## src/rtl/uart_tx.sv

```systemverilog
// ---------------------------------------------------------------------------
// uart_tx: 8N1 UART transmitter with a one-byte holding register.
//
// A byte offered on TX_DATA/TX_VALID is latched into the holding register
// whenever it is empty (TX_READY=1). The serializer pulls the held byte at
// the start of each frame, so the next byte can queue while the current
// frame is on the line and back-to-back frames have no idle gap.
//
// Parameters:
//   CLK_DIV    SYSCLK cycles per bit (2..8191), default 50 MHz / 115200.
// Ports:
//   SYSCLK     system clock
//   RST_B      asynchronous active-low reset
//   TX_DATA    byte to send, sampled on an accept edge
//   TX_VALID   request to send TX_DATA
//   TX_READY   holding register empty
//   TX_BUSY    a frame is on the line
//   TX_DONE    one-cycle pulse after the last stop-bit cycle
//   UART_TX_O  serial line, idles high, driven straight from a flop
// ---------------------------------------------------------------------------
module uart_tx #(
    parameter int unsigned CLK_DIV = 434
) (
    input  logic       SYSCLK,
    input  logic       RST_B,
    input  logic [7:0] TX_DATA,
    input  logic       TX_VALID,
    output logic       TX_READY,
    output logic       TX_BUSY,
    output logic       TX_DONE,
    output logic       UART_TX_O
);

    typedef enum logic [1:0] {StIdle, StStart, StData, StStop} state_e;

    localparam logic [12:0] BaudLast = 13'(CLK_DIV - 1);

    state_e      state_q, state_d;
    logic [12:0] baud_cnt_q, baud_cnt_d;
    logic [2:0]  bit_cnt_q, bit_cnt_d;
    logic [7:0]  shift_q, shift_d;
    logic [7:0]  hold_q, hold_d;
    logic        hold_valid_q, hold_valid_d;
    logic        tx_q, tx_d;
    logic        done_q, done_d;
    logic        bit_end;

    assign bit_end = (baud_cnt_q == BaudLast);

    always_comb begin
        state_d      = state_q;
        baud_cnt_d   = baud_cnt_q;
        bit_cnt_d    = bit_cnt_q;
        shift_d      = shift_q;
        hold_d       = hold_q;
        hold_valid_d = hold_valid_q;
        tx_d         = tx_q;
        done_d       = 1'b0;

        // Accept only into an empty holding register; the serializer only
        // drains it when full, so accept and drain never share an edge.
        if (TX_VALID && !hold_valid_q) begin
            hold_d       = TX_DATA;
            hold_valid_d = 1'b1;
        end

        unique case (state_q)
            StIdle: begin
                baud_cnt_d = '0;
                if (hold_valid_q) begin
                    shift_d      = hold_q;
                    hold_valid_d = 1'b0;
                    state_d      = StStart;
                    tx_d         = 1'b0;
                end
            end
            StStart: begin
                if (bit_end) begin
                    baud_cnt_d = '0;
                    state_d    = StData;
                    tx_d       = shift_q[0];
                    bit_cnt_d  = '0;
                end else begin
                    baud_cnt_d = baud_cnt_q + 13'd1;
                end
            end
            StData: begin
                if (bit_end) begin
                    baud_cnt_d = '0;
                    if (bit_cnt_q != 3'd7) begin
                        shift_d   = {1'b0, shift_q[7:1]};
                        tx_d      = shift_q[1];
                        bit_cnt_d = bit_cnt_q + 3'd1;
                    end else begin
                        state_d = StStop;
                        tx_d    = 1'b1;
                    end
                end else begin
                    baud_cnt_d = baud_cnt_q + 13'd1;
                end
            end
            StStop: begin
                if (bit_end) begin
                    baud_cnt_d = '0;
                    done_d     = 1'b1;
                    // A queued byte starts its frame on the same edge.
                    if (hold_valid_q) begin
                        shift_d      = hold_q;
                        hold_valid_d = 1'b0;
                        state_d      = StStart;
                        tx_d         = 1'b0;
                    end else begin
                        state_d = StIdle;
                    end
                end else begin
                    baud_cnt_d = baud_cnt_q + 13'd1;
                end
            end
            default: state_d = StIdle;
        endcase
    end

    always_ff @(posedge SYSCLK or negedge RST_B) begin
        if (!RST_B) begin
            state_q      <= StIdle;
            baud_cnt_q   <= '0;
            bit_cnt_q    <= '0;
            shift_q      <= '0;
            hold_q       <= '0;
            hold_valid_q <= 1'b0;
            tx_q         <= 1'b1;
            done_q       <= 1'b0;
        end else begin
            state_q      <= state_d;
            baud_cnt_q   <= baud_cnt_d;
            bit_cnt_q    <= bit_cnt_d;
            shift_q      <= shift_d;
            hold_q       <= hold_d;
            hold_valid_q <= hold_valid_d;
            tx_q         <= tx_d;
            done_q       <= done_d;
        end
    end

    assign TX_READY  = !hold_valid_q;
    assign TX_BUSY   = (state_q != StIdle);
    assign TX_DONE   = done_q;
    assign UART_TX_O = tx_q;

endmodule

```

## config.mk

```make
export PLATFORM = sky130hd
export DESIGN_NAME = uart_tx
export DESIGN_NICKNAME = d
export VERILOG_FILES = /design/src/rtl/uart_tx.sv
export SDC_FILE = /design/constraint.sdc
export NUM_CORES = 1
export LEC_CHECK = 0
export CAP_MARGIN = 20
export CORE_ASPECT_RATIO = 0.5
export CORE_UTILIZATION = 35
export DETAILED_ROUTE_END_ITERATION = 10
export PLACE_DENSITY = 0.6
export SYNTH_ARGS = -nofsm -noshare
export SYNTH_HDL_FRONTEND = slang
export SYNTH_SLANG_ARGS = --single-unit
```

## constraint.sdc

```tcl
create_clock -name SYSCLK -period 4.75 [get_ports SYSCLK]
set_input_delay 1.425 -clock SYSCLK [delete_from_list [all_inputs] [get_ports SYSCLK]]
set_output_delay 1.425 -clock SYSCLK [all_outputs]
set_load 0.02 [all_outputs]
```

==> flow_summary.json <==
{
  "status": "completed",
  "worstPathArrival_ns": 1.76,
  "gp_congestion": 0.770,
  "crit_fanout": 5,
  "post-route-util": 0.437,
  "drtIter0Drc": 71,
  "synth-seq-area-share": 0.478,
  "cts_hold_buf": 0,
  "hold_slack_ns": 0.505,
  "reg2reg_depth": 5,
  "cts_root_buffer": "clkbuf_8",
  "die_w_um": 107,
  "ys_warn_count": 0,
  "grt_pass1_wl_mm": 6.18,
  "start_util": 0.378,
  "slew_headroom": 0.502,
  "ctsLongestPathBuffers": 2,
  "antenna_found_initial": 0,
  "period_share": 0.671,
  "slew_violations": 0,
  "grt_overflow_total": 0,
  "regToRegStartpoint": "state_q[0]",
  "p_sw_frac": 0.350,
  "numCtsBuffers": 5,
  "dp_hpwl_mm": 2.45,
  "timing.critical_path.to": "TX_BUSY",
  "setup_viol": 0,
  "cts.sinks": 37,
  "drc": 0,
  "synth_edf_count": 0,
  "routedWlPerCell_um": 13.6,
  "postSynth.asyncResetShare": 1.00,
  "synth_area_um2": 1940,
  "cap_violations": 0,
  "core_um2": 5130,
  "peakVddDrop_uv": 207,
  "period_minus_slack_ns": 3.19,
  "area_growth_pct": 15.7,
  "cts_max_level": 2,
  "tritoncts": "done",
  "tns_ns": 0,
  "mostFrequentLayoutCells": "dfrtp_1 (36), mux2_2 (24), nor2_1 (17)",
  "insertedDiodeCount": 0,
  "cp-end-kind": "output port",
  "p_per_area_nw_per_um2": 580,
  "rr_endpoint": "shift_q[6]",
  "clock.fmax_mhz": 314,
  "fillCellCount": 483,
  "skew_ns": 0.00800,
  "syn_inst": 171,
  "synth_nets": 191,
  "finalWirelength_mm": 3.52,
  "synth_flop_cell": "dfrtp_1",
  "drive_gt1_frac": 0.213,
  "path_cells": "inv_1, ha_1, inv_1, clkdlybuf4s50_1",
  "hold_path_class": "reg -> reg",
  "required_ns": 3.32,
  "dp_cells": 250,
  "nets": 207,
  "r2r_slack_ns": 2.23,
  "finalHoldViolCount": 0,
  "stdcell_area_um2": 2250,
  "synth_top_area_share": 0.464,
  "seq_power_share": 0.389,
  "die_y_um": 54.7,
  "worst-slew-pin-transition_ns": 0.745,
  "synth_area_leaders": "dfrtp_1 (46%), mux2_2 (14%), ha_1 (5.8%)",
  "grt_pass1_vias": 1263,
  "leakagePower_uw": 0.000958,
  "cpPeakStageDelay_ns": 0.61,
  "area.sequential_um2": 927,
  "ys_ff_latch": 37,
  "syn_avg_cell_area_um2": 11.3,
  "grtUsageTotal": 0.142,
  "die_area_um2": 5860,
  "synth_cell_types": 38,
  "cts_resized": 0,
  "grt_max_degree": 23,
  "critical_path.startpoint_type": "flip-flop",
  "path_clk_slew_ns": 0.08,
  "firstDrtPassIters": 4,
  "pwr-share-clk": 0.185,
  "clock_latency_ns": 0.28,
  "crit_type": "reg -> out",
  "routed_via_density": 4.93,
  "cts_setup_buffers": 0,
  "p_comb_frac": 0.426,
  "io_pins": 15,
  "layout_commonest_cell": "dfrtp_1",
  "cp_common_cell": "inv_1",
  "rows": 18,
  "yosys.area.top_type": "dfrtp_1",
  "startpoint": "state_q[0]",
  "io_buffers": 14,
  "placed_area_um2": 2140,
  "slowest_stage": "clkdlybuf4s50_1",
  "rsz0062_at_grt": "no",
  "multi_input_area_um2": 952,
  "fin_cells": 258,
  "p_int_uw": 846,
  "via_count": 1273,
  "postRouteAntennaNets": 0,
  "net-switching-power_uw": 456
}
==> final cells by class <==
cell class	instances	share of cell area
Clock inverter	1	0.00223
Inverter	8	0.0134
Timing Repair Buffer	15	0.0657
Tap cell	70	0.0390
Sequential cell	37	0.413
Clock buffer	7	0.0429
Multi-Input combinational cell	120	0.424
==> state kept, by name, summed over array words and instances (netlist names) <==
name,count
hold_q,8
state_q,2
UART_TX_O,1
baud_cnt_q,13
shift_q,8
bit_cnt_q,3
TX_DONE,1
hold_valid_q,1
==> kinds of logic after synthesis <==
kind of cell             Yosys count  synth area share
buffers and inverters             14            0.0316
AND/OR/NAND/NOR                   58             0.168
flip-flops                        37             0.478
AO/OA/AOI/OAI                     17            0.0709
adder cells (fa/ha/maj)            9            0.0580
multiplexers                      25             0.144
XOR/XNOR                          11            0.0496
==> layer usage <==
| metal | track usage | wire length [um] | up-vias |
|---|---|---|---|
| li1 | - | - | 633 |
| met1 | 0.184 | 1810 | 626 |
| met2 | 0.231 | 1610 | 12 |
| met3 | 0.0369 | 68 | 2 |
| met4 | 0.0594 | 27 | 0 |
| met5 | 0 | 0 | - |
==> through the flow <==
step                      power (uW)  setup WS, ns
after floorplan                  941          2.46
after global placement          1060          1.73
after detailed placement        1070          1.68
after global routing            1410          1.47
final                           1300          1.56
after CTS                       1320          1.54
==> synth_stat cells, drive strengths merged, types with 2 or more instances <==
master  instances
clkbuf          4
nor2           17
o21ai           4
buf             2
nor4b           2
a21oi           3
or2             2
nor4            3
xor2            2
dfrtp          36
inv             8
nor2b           2
nand2b          2
and3            2
nand2           8
nand4           4
nor3            6
a22o            2
ha              9
xnor2           9
mux2           24
nand3           8
==> worst max-delay path, delay by kind of cell, from the launching register on <==
| kind | cells | cell delay (ns) |
|---|---|---|
| flip-flops | 1 | 0.42 |
| adder cells (fa/ha/maj) | 1 | 0.23 |
| buffers and inverters | 3 | 0.82 |
==> worst min-delay path by stage <==
stage,startpoint,to,slack (ns),depth (start not counted)
final,shift_q[5],shift_q[5],0.50,1
after global routing,shift_q[0],shift_q[0],0.53,1
after CTS,shift_q[5],shift_q[5],0.51,1
after detailed placement,hold_q[2],hold_q[2],0.49,1
after global placement,shift_q[5],shift_q[5],0.49,1
after floorplan,hold_q[7],hold_q[7],0.47,1
==> power groups by stage <==
stage / registers, uW / clock network, uW / logic, uW
2_1_floorplan: 482 / 0 / 458
3_3_place_gp: 508 / 0 / 548
3_5_place_dp: 511 / 0 / 558
4_1_cts: 506 / 252 / 562
5_1_grt: 521 / 269 / 618
6_report: 506 / 241 / 555
Note: power is estimated with default switching activity, not from simulation.
